[src/rtl/ahb_sram_slave_pkg.sv]
// Shared AHB-Lite encodings and the responder FSM state set.
package ahb_sram_slave_pkg;

    typedef enum logic [1:0] {
        TRANS_IDLE   = 2'b00,
        TRANS_BUSY   = 2'b01,
        TRANS_NONSEQ = 2'b10,
        TRANS_SEQ    = 2'b11
    } trans_e;

    typedef enum logic [2:0] {
        SIZE_BYTE = 3'b000,
        SIZE_HALF = 3'b001,
        SIZE_WORD = 3'b010
    } size_e;

    typedef enum logic [2:0] {
        BURST_SINGLE = 3'b000,
        BURST_INCR   = 3'b001,
        BURST_WRAP4  = 3'b010,
        BURST_INCR4  = 3'b011,
        BURST_WRAP8  = 3'b100,
        BURST_INCR8  = 3'b101,
        BURST_WRAP16 = 3'b110,
        BURST_INCR16 = 3'b111
    } burst_e;

    typedef enum logic [1:0] {
        RESP_OKAY  = 2'b00,
        RESP_ERROR = 2'b01
    } resp_e;

    typedef enum logic [2:0] {
        ST_IDLE     = 3'd0,
        ST_WR_DATA  = 3'd1,
        ST_RD_DATA  = 3'd2,
        ST_RD_STALL = 3'd3,
        ST_ERR1     = 3'd4,
        ST_ERR2     = 3'd5
    } state_e;

    // NONSEQ and SEQ both carry a real transfer; IDLE and BUSY do not.
    function automatic logic trans_active(input logic [1:0] trans);
        return trans[1];
    endfunction

endpackage

[src/rtl/ahb_sram_slave_if.sv]
// AHB-Lite slave-side bus bundle between the decoder/master and the responder.
interface ahb_sram_slave_if;
    logic        sel;
    logic [31:0] addr;
    logic        write;
    logic [1:0]  trans;
    logic [2:0]  size;
    logic [2:0]  burst;
    logic [31:0] wdata;
    logic        readyi;
    logic        readyo;
    logic [1:0]  resp;
    logic [31:0] rdata;

    modport master (
        output sel, addr, write, trans, size, burst, wdata, readyi,
        input  readyo, resp, rdata
    );

    modport slave (
        input  sel, addr, write, trans, size, burst, wdata, readyi,
        output readyo, resp, rdata
    );
endinterface

[src/rtl/ahb_sram_slave_bectl.sv]
// Maps transfer size and low address bits to SRAM byte enables and an
// alignment fault (oversized transfers are reported as faults too).
module ahb_sram_slave_bectl
    import ahb_sram_slave_pkg::*;
(
    input  logic [2:0] size,
    input  logic [1:0] addr_lo,
    output logic [3:0] be,
    output logic       err_align
);

    // Lane decode and alignment check for one address phase
    always_comb begin
        be        = 4'b0000;
        err_align = 1'b0;
        case (size)
            SIZE_BYTE: begin
                be = 4'b0001 << addr_lo;
            end
            SIZE_HALF: begin
                be        = addr_lo[1] ? 4'b1100 : 4'b0011;
                err_align = addr_lo[0];
            end
            SIZE_WORD: begin
                be        = 4'b1111;
                err_align = |addr_lo;
            end
            default: begin
                be        = 4'b0000;
                err_align = 1'b1;
            end
        endcase
    end

endmodule

[src/rtl/ahb_sram_slave.sv]
// AHB-Lite responder in front of a single-port synchronous 32-bit SRAM.
// Reads issue combinationally in the address phase (zero wait); writes issue
// in the data phase, so a read right behind a write is stalled one cycle.
module ahb_sram_slave
    import ahb_sram_slave_pkg::*;
#(
    parameter int SRAM_AW = 12
) (
    input  logic               hclk,
    input  logic               rst,
    ahb_sram_slave_if.slave    ahb,
    output logic               sram_cs,
    output logic               sram_we,
    output logic [3:0]         sram_be,
    output logic [SRAM_AW-1:0] sram_addr,
    output logic [31:0]        sram_wdata,
    input  logic [31:0]        sram_rdata
);

    state_e             state_r, state_nx_s;
    logic [SRAM_AW-1:0] addr_r, addr_nx_s;
    logic [3:0]         be_r, be_nx_s, be_s;
    logic               err_align_s, err_range_s, err_s;
    logic               ready_s, accept_s;
    logic               cs_s, we_s;
    logic [3:0]         sram_be_s;
    logic [SRAM_AW-1:0] sram_addr_s;
    logic [31:0]        sram_wdata_s, rdata_s;
    logic [1:0]         resp_s;
    logic               burst_unused_s;

    ahb_sram_slave_bectl u_bectl (
        .size      (ahb.size),
        .addr_lo   (ahb.addr[1:0]),
        .be        (be_s),
        .err_align (err_align_s)
    );

    // Only the stall and first error cycle hold the bus; they never sample a new address phase.
    assign ready_s        = (state_r != ST_RD_STALL) && (state_r != ST_ERR1);
    assign accept_s       = ahb.sel & trans_active(ahb.trans) & ahb.readyi & ready_s;
    assign err_range_s    = |ahb.addr[31:SRAM_AW+2];
    assign err_s          = err_align_s | err_range_s;
    assign burst_unused_s = ^ahb.burst;

    // Next state, latched address-phase info and raw SRAM/bus outputs
    always_comb begin
        state_nx_s   = state_r;
        addr_nx_s    = addr_r;
        be_nx_s      = be_r;
        resp_s       = RESP_OKAY;
        rdata_s      = 32'h0000_0000;
        cs_s         = 1'b0;
        we_s         = 1'b0;
        sram_be_s    = 4'b0000;
        sram_addr_s  = '0;
        sram_wdata_s = 32'h0000_0000;

        case (state_r)
            ST_IDLE: begin
                state_nx_s = ST_IDLE;
            end
            ST_WR_DATA: begin
                cs_s         = 1'b1;
                we_s         = 1'b1;
                sram_be_s    = be_r;
                sram_addr_s  = addr_r;
                sram_wdata_s = ahb.wdata;
            end
            ST_RD_DATA: begin
                rdata_s = sram_rdata;
            end
            ST_RD_STALL: begin
                cs_s        = 1'b1;
                sram_addr_s = addr_r;
                state_nx_s  = ST_RD_DATA;
            end
            ST_ERR1: begin
                resp_s     = RESP_ERROR;
                state_nx_s = ST_ERR2;
            end
            ST_ERR2: begin
                resp_s = RESP_ERROR;
            end
            default: begin
                state_nx_s = ST_IDLE;
            end
        endcase

        // The data phase is completing, so the address phase decides what comes next.
        if (ready_s) begin
            if (!accept_s) begin
                state_nx_s = ST_IDLE;
            end else if (err_s) begin
                state_nx_s = ST_ERR1;
            end else if (ahb.write) begin
                addr_nx_s  = ahb.addr[SRAM_AW+1:2];
                be_nx_s    = be_s;
                state_nx_s = ST_WR_DATA;
            end else if (state_r == ST_WR_DATA) begin
                // SRAM port is busy with the write: park the read for one cycle
                addr_nx_s  = ahb.addr[SRAM_AW+1:2];
                state_nx_s = ST_RD_STALL;
            end else begin
                cs_s        = 1'b1;
                we_s        = 1'b0;
                sram_addr_s = ahb.addr[SRAM_AW+1:2];
                state_nx_s  = ST_RD_DATA;
            end
        end else begin
            addr_nx_s = addr_r;
        end
    end

    // Reset forces every output to its idle value, which also drops a write in flight
    always_comb begin
        if (rst) begin
            ahb.readyo = 1'b1;
            ahb.resp   = RESP_OKAY;
            ahb.rdata  = 32'h0000_0000;
            sram_cs    = 1'b0;
            sram_we    = 1'b0;
            sram_be    = 4'b0000;
            sram_addr  = '0;
            sram_wdata = 32'h0000_0000;
        end else begin
            ahb.readyo = ready_s;
            ahb.resp   = resp_s;
            ahb.rdata  = rdata_s;
            sram_cs    = cs_s;
            sram_we    = we_s;
            sram_be    = sram_be_s;
            sram_addr  = sram_addr_s;
            sram_wdata = sram_wdata_s;
        end
    end

    // State and latched address-phase registers
    always_ff @(posedge hclk) begin
        if (rst) begin
            state_r <= ST_IDLE;
            addr_r  <= '0;
            be_r    <= 4'b0000;
        end else begin
            state_r <= state_nx_s;
            addr_r  <= addr_nx_s;
            be_r    <= be_nx_s;
        end
    end

endmodule

[src/flat_wrapper.sv]
// flat-port wrapper written by rule: the top's interface ports become plain ports
module ahb_sram_slave_flat import ahb_sram_slave_pkg::*;
#(
    parameter int SRAM_AW = 12
)
  (hclk, rst, sram_cs, sram_we, sram_be, sram_addr, sram_wdata, sram_rdata, ahb_sel, ahb_addr, ahb_write, ahb_trans, ahb_size, ahb_burst, ahb_wdata, ahb_readyi, ahb_readyo, ahb_resp, ahb_rdata);
  ahb_sram_slave_if ahb_i ();
  input  logic hclk;
  input  logic rst;
  output logic sram_cs;
  output logic sram_we;
  output logic [3:0] sram_be;
  output logic [SRAM_AW-1:0] sram_addr;
  output logic [31:0] sram_wdata;
  input  logic [31:0] sram_rdata;
  input wire logic [$bits(ahb_i.sel)-1:0] ahb_sel;
  input wire logic [$bits(ahb_i.addr)-1:0] ahb_addr;
  input wire logic [$bits(ahb_i.write)-1:0] ahb_write;
  input wire logic [$bits(ahb_i.trans)-1:0] ahb_trans;
  input wire logic [$bits(ahb_i.size)-1:0] ahb_size;
  input wire logic [$bits(ahb_i.burst)-1:0] ahb_burst;
  input wire logic [$bits(ahb_i.wdata)-1:0] ahb_wdata;
  input wire logic [$bits(ahb_i.readyi)-1:0] ahb_readyi;
  output wire logic [$bits(ahb_i.readyo)-1:0] ahb_readyo;
  output wire logic [$bits(ahb_i.resp)-1:0] ahb_resp;
  output wire logic [$bits(ahb_i.rdata)-1:0] ahb_rdata;
  assign ahb_i.sel = ahb_sel;
  assign ahb_i.addr = ahb_addr;
  assign ahb_i.write = ahb_write;
  assign ahb_i.trans = ahb_trans;
  assign ahb_i.size = ahb_size;
  assign ahb_i.burst = ahb_burst;
  assign ahb_i.wdata = ahb_wdata;
  assign ahb_i.readyi = ahb_readyi;
  assign ahb_readyo = ahb_i.readyo;
  assign ahb_resp = ahb_i.resp;
  assign ahb_rdata = ahb_i.rdata;
  ahb_sram_slave #(.SRAM_AW(SRAM_AW)) u_core (.hclk(hclk), .rst(rst), .ahb(ahb_i), .sram_cs(sram_cs), .sram_we(sram_we), .sram_be(sram_be), .sram_addr(sram_addr), .sram_wdata(sram_wdata), .sram_rdata(sram_rdata));
endmodule
[config.mk]
export PLATFORM = sky130hd
export DESIGN_NAME = ahb_sram_slave_flat
export DESIGN_NICKNAME = d
export VERILOG_FILES = /design/src/rtl/ahb_sram_slave_pkg.sv /design/src/rtl/ahb_sram_slave_if.sv /design/src/rtl/ahb_sram_slave_bectl.sv /design/src/rtl/ahb_sram_slave.sv /design/src/flat_wrapper.sv
export SDC_FILE = /design/constraint.sdc
export NUM_CORES = 1
export LEC_CHECK = 0
export CAP_MARGIN = 20
export CORE_UTILIZATION = 31
export CTS_BUF_LIST = sky130_fd_sc_hd__clkbuf_16
export DETAILED_ROUTE_END_ITERATION = 10
export MAX_ROUTING_LAYER = met4
export PLACE_DENSITY = 0.95
export SYNTH_ARGS = -nofsm -noshare
export SYNTH_HDL_FRONTEND = slang
export SYNTH_SLANG_ARGS = --single-unit
export TNS_END_PERCENT = 5
[constraint.sdc]
create_clock -name hclk -period 3.8 [get_ports hclk]
set_clock_uncertainty 0.2 [all_clocks]
set_input_delay 0.76 -clock hclk [delete_from_list [all_inputs] [get_ports hclk]]
set_output_delay 0.76 -clock hclk [all_outputs]
set_load 0.02 [all_outputs]
==> impl_metrics.py, run 1 <==
metrics = {
    "die": {
        "die_area_um2": 6080,
        "io-pin-count": 194,
        "start_util": 0.323,
        "fp.dieH_um": 78.0,
        "num_rows": 27,
        "coreArea_um2": 5540,
        "die_width_um": 78.0,
    },
    "global_routing": {
        "grt_max_degree": 38,
        "antenna_found_initial": 0,
        "track_usage": 0.218,
        "grt_pass1_vias": 2230,
        "grt_pass1_wl_um": 10400,
        "grt-ovfl-total": 0,
    },
    "detailed_routing": {
        "num_vias": 2262,
        "initialDrtViolationCount": 40,
        "first_pass_iters": 4,
        "drt-met1-wl_um": 2720,
        "routed.top_layer": "met3",
        "wl_um": 6750,
        "wl_met2_um": 3530,
        "antenna_left": 0,
        "wl_per_cell_um": 13.5,
        "vias_per_cell": 4.51,
        "wl_met3_um": 502,
        "drc": 0,
    },
    "yosys": {
        "synth_cell_types": 38,
        "yosysSeqAreaShare": 0.213,
        "synthArstFlopShare": 0,
        "synth_fp_nets": 342,
        "postSynthCellCount": 233,
        "syn_avg_cell_area_um2": 7.68,
        "synth_warnings": 0,
        "synth_edf_count": 0,
        "ys.flop_type": "dfxtp_1",
        "synth_area_um2": 1790,
        "ys_seq_elements": 19,
    },
    "final_layout": {
        "drive_gt1_frac": 0.100,
        "mostFrequentLayoutCells": "clkdlybuf4s50_1, and2_1, nand2b_1",
        "diodes": 0,
        "fill_cells": 427,
        "syn_to_final_growth_pct": 119,
        "nets": 539,
        "finalNonFillerCells": 501,
        "final_common_cell": "clkdlybuf4s50_1",
        "final_cell_area_um2": 3920,
    },
    "placement": {
        "dp_slack_ps": -307,
        "dp_cells": 496,
        "dp_hpwl_um": 5550,
        "place_area_um2": 3850,
        "port_buffers": 188,
        "place.gp.congestion": 0.793,
    },
    "clocking": {
        "max-clock-path-buffers": 2,
        "path_clk_slew_ps": 50,
        "cts_tree": "yes",
        "cts_root_buf": "clkbuf_16",
        "numCtsBuffers": 3,
        "clkLatencyLatePin_ps": 250,
        "holdBufCountCts": 0,
        "cts-htree-levels": 1,
        "cts.sinks": 19,
    },
    "power_and_ir_drop": {
        "p_leak_nw": 1.56,
        "p_per_area_nw_per_um2": 152,
        "ir_drop_uv": 182,
        "power_mw": 0.596,
    },
    "worst_setup_path": {
        "reg2regPathDepth": 5,
        "path_class": "in -> out",
        "reg2reg_slack_ps": 1810,
        "crit_path_max_fanout": 12,
        "cp_num_buf_inv": 2,
        "timing.rr.end": "u_core.addr_r[7]",
        "path_cells": "clkdlybuf4s50_1 -> nor4_4 -> nand4_2 -> a2111o_2 -> o21ai_0 -> dlygate4sd2_1",
        "cp.required_ps": 2840,
        "cp-start-kind": "input port",
        "worstSetupStartpoint": "ahb_addr[19]",
        "worstPathArrival_ps": 2780,
        "critical-path-top-delay-family": "buffers and inverters",
        "endpoint_kind": "output port",
        "worstReg2RegStart": "u_core.state_r[0]",
        "cpPeakStageDelay_ps": 590,
        "crit_slowest_cell": "a2111o_2",
    },
    "timing": {
        "fmax_mhz": 267,
        "finalCriticalPeriod_ps": 3740,
        "timing_hold_violations_final": 0,
        "final.setup.worst_slack_ps": 58.8,
        "fin_setup_tns_ps": 0,
        "slew_viol_final": 0,
        "fin_crit_sh": 0.985,
        "setup_violations": 0,
        "rsz0062_at_grt": "true",
    },
    "run_status": {
        "status": "complete, no violations",
    },
    "hold_path": {
        "worstHoldStart": "u_core.addr_r[4]",
        "holdPathEnd": "u_core.addr_r[4]",
        "hold_depth": 2,
        "min_path_type": "reg -> reg",
    },
    "run": {
        "maxCapViolCount": 0,
    },
}
[Yosys cell counts (all sizes together), types with 2 or more instances]
master	count	area share
dfxtp	19	0.21
buf	4	0.016
a2111oi	2	0.031
mux2i	16	0.090
nor3b	4	0.020
and2	68	0.24
nor4	4	0.038
inv	13	0.027
o21ai	19	0.059
nand2b	30	0.10
nor2b	2	0.0070
a211oi	2	0.0084
o211ai	2	0.0084
nor2	4	0.0084
clkbuf	12	0.025
nand2	15	0.031
[sequential cells by signal, indices dropped and copies added, names as in the netlist]
| signal | count |
|---|---|
| u_core.addr_r | 12 |
| u_core.be_r | 4 |
| u_core.state_r | 3 |
[cell families after synthesis]
logic type,after synthesis,share of synthesized area
muxes,16,0.0895
and+or+nand+nor,135,0.482
other,1,0.00210
buffers and inverters,29,0.0685
DFF,19,0.213
AOI/OAI and AO/OA,33,0.145
[where the power goes]
group / internal [mW] / switching, mW / total, mW
registers: 0.200 / 0.00190 / 0.202
clock network: 0.140 / 0.0699 / 0.210
logic: 0.129 / 0.0556 / 0.184
total: 0.469 / 0.127 / 0.596
[routing by layer]
layer	up-vias	global-route usage
met5	-	-
met4	0	0.00556
met3	0	0.0482
met2	91	0.414
met1	1015	0.244
li1	1156	-
[worst max-delay path by stage]
stage / cells after the start / to / slack (ps)
global placement: 6 / sram_addr[9] / -290
CTS: 6 / sram_addr[8] / -260
floorplan: 5 / sram_addr[0] / 500
global route: 6 / sram_addr[0] / -60
detailed placement: 6 / sram_addr[1] / -310
finish: 6 / sram_addr[0] / 60
[per-stage QoR]
stage                      util  hold slack [ps]
after floorplan               -              244
after global placement    0.695              259
after detailed placement  0.695              264
after CTS                 0.708              275
after global routing      0.707              291
final                     0.707              272
[cell type report]
class / count / area [um2] / area share
repair buffers: 208 / 2020 / 0.515
multi-input cells: 185 / 1300 / 0.332
flip-flops and latches: 19 / 380 / 0.0971
well taps: 72 / 90.1 / 0.0230
clock buffers: 3 / 75.1 / 0.0192
inverters: 13 / 48.8 / 0.0125
clock inverters: 1 / 3.75 / 0.000958
[repair_timing]
| action | in CTS | in global routing |
|---|---|---|
| setup buffers | 0 | 1 |
| endpoints found under the setup margin | 13 | 34 |
| gates resized for setup | 16 | 23 |
| pin swaps | 0 | 2 |
[worst min-delay path, cell delays in order, from the launching register on]
cell and delay, ps:
dfxtp_1 310, nand2b_1 60, mux2i_1 60
No activity file was read; power rests on OpenSTA's default activity.
==> run 2, diff against run 1 <==
--- a/config.mk
+++ b/config.mk
@@ -8,6 +8,7 @@
 export CAP_MARGIN = 20
 export CORE_UTILIZATION = 31
 export CTS_BUF_LIST = sky130_fd_sc_hd__clkbuf_16
+export CTS_CLUSTER_DIAMETER = 50
 export DETAILED_ROUTE_END_ITERATION = 10
 export MAX_ROUTING_LAYER = met4
 export PLACE_DENSITY = 0.95
==> results of run 2 <==
The final DEF is identical to that of run 1; final timing and power are the same.
